$ cat config.mk
export PLATFORM = sky130hd
export DESIGN_NAME = store_buffer
export DESIGN_NICKNAME = d
export VERILOG_FILES = /design/src/rtl/store_buffer.sv
export SDC_FILE = /design/constraint.sdc
export NUM_CORES = 1
export LEC_CHECK = 0
export BUFFER_PORTS_ARGS = -buffer_cell sky130_fd_sc_hd__clkbuf_2
export CAP_MARGIN = 20
export CORE_ASPECT_RATIO = 1.2
export CORE_MARGIN = 10
export CORE_UTILIZATION = 50
export CTS_BUF_LIST = sky130_fd_sc_hd__clkbuf_8
export DETAILED_ROUTE_END_ITERATION = 7
export PLACE_DENSITY_LB_ADDON = 0.25
export SLEW_MARGIN = 20
export SYNTH_ARGS = -nofsm -noshare
export SYNTH_HDL_FRONTEND = slang
export SYNTH_SLANG_ARGS = --single-unit
$ cat constraint.sdc
create_clock -name clk -period 9.68 [get_ports clk]
set_clock_uncertainty 0.15 [all_clocks]
set_input_delay 1.936 -clock clk [delete_from_list [all_inputs] [get_ports clk]]
set_output_delay 1.936 -clock clk [all_outputs]
set_load 0.05 [all_outputs]
$ cat src/rtl/store_buffer.sv
// M-stage store buffer: lane-aligned, byte-enabled stores in a FIFO
// with optional write combining into the youngest entry.
module store_buffer #(
  parameter int DATA_W = 32,
  parameter int DEPTH  = 4,
  parameter int ADDR_W = 32,
  parameter int MERGE  = 1
) (
  input  logic                     clk,
  input  logic                     reset,
  input  logic                     in_valid,
  input  logic [2:0]               in_op,
  input  logic [ADDR_W-1:0]        in_addr,
  input  logic [31:0]              in_wd,
  output logic                     in_ready,
  output logic                     exc_ades,
  output logic                     mem_valid,
  input  logic                     mem_ready,
  output logic [ADDR_W-1:0]        mem_addr,
  output logic [DATA_W/8-1:0]      mem_byteen,
  output logic [DATA_W-1:0]        mem_wdata,
  input  logic [ADDR_W-1:0]        ld_addr,
  output logic                     ld_hit,
  output logic [$clog2(DEPTH):0]   count
);

  localparam int NB = DATA_W / 8;
  localparam int PW = $clog2(DEPTH);
  localparam int CW = PW + 1;

  logic [ADDR_W-1:0] e_addr [DEPTH];
  logic [NB-1:0]     e_be   [DEPTH];
  logic [DATA_W-1:0] e_wd   [DEPTH];

  logic [PW-1:0]     head, tail, prev, idx;
  logic [CW-1:0]     cnt;
  logic              is_sw, is_sh, is_sb, st, mis, lane;
  logic              merge_ok, acc, push, mrg, pop;
  logic [3:0]        be4;
  logic [31:0]       wd32;
  logic [NB-1:0]     nbe;
  logic [DATA_W-1:0] nwd, mwd;
  logic [ADDR_W-1:0] nadr, lda, amask;

  always_comb begin
    is_sw = in_op == 3'd1;
    is_sh = in_op == 3'd2;
    is_sb = in_op == 3'd3;
    st    = is_sw | is_sh | is_sb;
    mis   = (is_sw & (in_addr[1:0] != 2'b00))
          | (is_sh & in_addr[0]);
    exc_ades = in_valid & mis;
    lane  = (NB == 8) ? in_addr[2] : 1'b0;
    be4   = '0;
    wd32  = '0;
    unique case (1'b1)
      is_sw: begin
        be4  = 4'b1111;
        wd32 = in_wd;
      end
      is_sh: begin
        be4  = 4'b0011 << in_addr[1:0];
        wd32 = {2{in_wd[15:0]}};
      end
      is_sb: begin
        be4  = 4'b0001 << in_addr[1:0];
        wd32 = {4{in_wd[7:0]}};
      end
      default: ;
    endcase
    nbe   = NB'(be4) << (lane ? 4 : 0);
    nwd   = DATA_W'(wd32) << (lane ? 32 : 0);
    amask = ~ADDR_W'(NB - 1);
    nadr  = in_addr & amask;
    prev  = tail - PW'(1);
    // count>=2 keeps the merge target away from the head entry
    merge_ok = (MERGE != 0)
             & (cnt >= CW'(2))
             & (e_addr[prev] == nadr);
    in_ready = (cnt < CW'(DEPTH)) | merge_ok;
    acc   = in_valid & st & ~mis & in_ready;
    push  = acc & ~merge_ok;
    mrg   = acc & merge_ok;
    mem_valid = cnt != '0;
    pop   = mem_valid & mem_ready;
    mwd   = e_wd[prev];
    for (int i = 0; i < NB; i++) begin
      if (nbe[i]) mwd[8*i +: 8] = nwd[8*i +: 8];
    end
  end

  always_comb begin
    ld_hit = 1'b0;
    idx    = '0;
    lda    = ld_addr & amask;
    for (int i = 0; i < DEPTH; i++) begin
      idx = PW'(i) - head;
      if ((CW'(idx) < cnt) && (e_addr[i] == lda))
        ld_hit = 1'b1;
    end
  end

  assign mem_addr   = mem_valid ? e_addr[head] : '0;
  assign mem_byteen = mem_valid ? e_be[head]   : '0;
  assign mem_wdata  = mem_valid ? e_wd[head]   : '0;
  assign count      = cnt;

  always_ff @(posedge clk or negedge reset) begin
    if (!reset) begin
      head <= '0;
      tail <= '0;
      cnt  <= '0;
      for (int i = 0; i < DEPTH; i++) begin
        e_addr[i] <= '0;
        e_be[i]   <= '0;
        e_wd[i]   <= '0;
      end
    end else begin
      if (push) begin
        e_addr[tail] <= nadr;
        e_be[tail]   <= nbe;
        e_wd[tail]   <= nwd;
        tail         <= tail + PW'(1);
      end
      if (mrg) begin
        e_be[prev] <= e_be[prev] | nbe;
        e_wd[prev] <= mwd;
      end
      if (pop) head <= head + PW'(1);
      cnt <= cnt + CW'(push) - CW'(pop);
    end
  end

endmodule

==> run metrics <==
Starting Density=50.9%; Worst-path clk slew=0.07 ns; GPL Wtd Cong=0.934; slew of the pin with the lowest slew margin=1.13 ns; initial antenna violation count=1; fraction of the cycle the final worst path needs=76.9%; first-pass GRT wire length=98.6 mm; Post-DP Area=19900 sq um; I/O Buffers=173; drt initial violations=1960; VDD IR max=0.198 mV; flops & latches, synth=271; Detail Placement HPWL=40.4 mm; Worst EP required=7.59 ns; largest net degree at the start of global routing=151; EDFF count, synth=0; max_cap viols=0; clock root buffer master=clkbuf_8; Yosys cell types=50; Layout area overhead=10.3%; die height=233 um; Rows=77; R2R depth=12; status=completed; Multi-input gate area=11300 sq um; final setup fails=0; vias per cell=6.73; Arr. time, crit path=5.35 ns; vias in the first global route=16168; clk_lat worst skew=0.59 ns; Setup WS post-layout=2.24 ns; Max-slew headroom=24.5%; area fraction of the dominant cell type after synthesis=35.9%; clock buffer depth=3; Worst setup SP type=flip-flop; DIE WIDTH=197 um; total power=7.34 mW; pwr dens=352 nW/um^2; Top delay family on crit path=simple AND/OR/NAND/NOR gates; Syn Std Cell Area=18900 sq um; commonest non-fill, non-tap cell in the layout=dfrtp_1; Total Nets Final=2016; Core ar.=37100 sq um; WP depth=9; postcts setup bufs=0; area leader, netlist=dfrtp_1; yosys warns=0; drt pass-1 iters=8; CTS buffer count=49; most frequent cells in the layout=dfrtp_1, clkbuf_2, o21ai_0; Avg Cell Area, Syn=10.4 sq um; most used cell, CP=nand4_1; Syn Inst Count=1820; Slowest-stage cell, CP=ha_4; CTS tree=yes; IO Pins=178; share of layout cells above drive strength 1=28.3%; hold-fix buffer count after cts=0; Max Clk Rate=134 MHz; final hold violations=0; clock sinks=271; Async S/R FF share, synth=100%; fin crit period=7.44 ns; total wire length=64.0 mm; Crit Path Max Fanout=46; top_reg_cell synth=dfrtp_1; GRT overflow=0; sequential-to-total area share from yosys stat=35.9%; RSZ-0062 raised after global routing=no; synth top area cells=dfrtp_1, mux4_2, mux2_2; Final Core Density=56.2%; Max Slew Vio Count=0; Hold Path Class=flip-flop to flip-flop; ANT nets after route=0; Seq. cell area=6790 sq um; cts repair resizes=0; leakage power=8.75 nW; category of the most critical setup path=flip-flop to primary output; Design Area, Final=20800 sq um; via count=16179; area of the die=46000 sq um; drt drc=0; number of fill cells=3208; DR WL/cell=26.6 um; Worst setup EP type=primary output; GRT Util Overall=27.4%; ordered cell list for the critical path=clkinv_1 -> ha_4 -> mux4_2 -> a221oi_1 -> nand4_1 -> nor4_1 -> nand4_1 -> nand2_1 -> clkbuf_2; CP peak stage delay=1.00 ns; hold path cells=2; Setup WS pre-CTS=2.97 ns; H-tree Lvls=2; WP buf/inv=2; total negative setup slack=0 ns
## final timing paths
kind	endpoint	from	slack, ns
worst min register to register	e_wd[116]	e_wd[116]	0.42
worst max register to register	e_addr[49]	tail[0]	2.96
min in group asynchronous	e_addr[89]	reset	1.25
worst min-delay path	e_wd[116]	e_wd[116]	0.42
worst max-delay path	in_ready	tail[0]	2.24
max in group asynchronous	e_wd[48]	reset	6.78
## registers in the layout, summed over array words and instances, names as in the netlist
name and count:
e_wd 128, e_addr 120, e_be 16, count 3
head 2, tail 2
## cells by family after synthesis
group                      Yosys count  synth area share, %
DFF                                271                 35.9
AOI/OAI and AO/OA                  366                 11.7
muxes                              309                 25.6
adders and majority gates           15                 1.03
other                                1               0.0199
buffers and inverters              200                 4.45
and+or+nand+nor                    505                 14.1
xor gates and xnor gates           153                 7.10
## worst min-delay path: cells and delay by family, from the launching register on
kind / cells / cell delay, ns
compound gates: 2 / 0.16
flops: 1 / 0.37
## power breakdown
part	total, mW	leakage [nW]	internal, mW	switching, mW
clock	1.08	0.554	0.581	0.499
combinational	4.02	4.66	1.71	2.31
sequential	2.24	3.54	1.63	0.610
## cell usage after synthesis (2+ instances only)
library cell,n
ha_1,14
o31ai_1,6
a21oi_1,49
mux2_2,132
a221oi_1,2
nor2b_1,7
nand3_1,56
nand2_4,2
o21ai_0,134
mux4_2,126
or2_2,3
xnor2_1,100
buf_2,23
nor4_1,18
nor3_1,114
xor2_1,53
a31oi_1,107
a22oi_1,3
o211ai_1,2
and3_1,2
nand2b_1,6
clkbuf_1,126
nand4_1,28
or3_1,57
nor2_1,20
mux2i_1,51
a21o_1,15
a2bb2oi_1,2
inv_1,20
a22o_1,8
o2111ai_1,4
o2bb2ai_1,30
nand2_1,105
buf_6,6
buf_1,20
buf_4,4
and2_1,82
dfrtp_1,271
## layer usage
metal	share of wire, %	wire length, um	global-route usage, %
met5	0	0	0
met4	4.4	2830	11.8
met3	11	6730	6.19
met2	47	30200	44.3
met1	38	24200	34.7
## final cells by class
type | count | share of cell area, %
multi-input combinational | 1350 | 54.2
sequential | 271 | 32.6
timing repair buffer | 205 | 5.42
clock buffer | 60 | 3.96
tap | 474 | 2.85
clock inverter | 23 | 0.577
inverter | 21 | 0.378
antenna | 1 | 0.0120
## through the flow
step                instances  hold WS [ns]
detailed placement       2321         0.404
CTS                      2404         0.413
finish                   2405         0.415
floorplan                1821         0.356
global route             2404         0.442
global placement         2321         0.381
(Power assumes the default switching activity.)
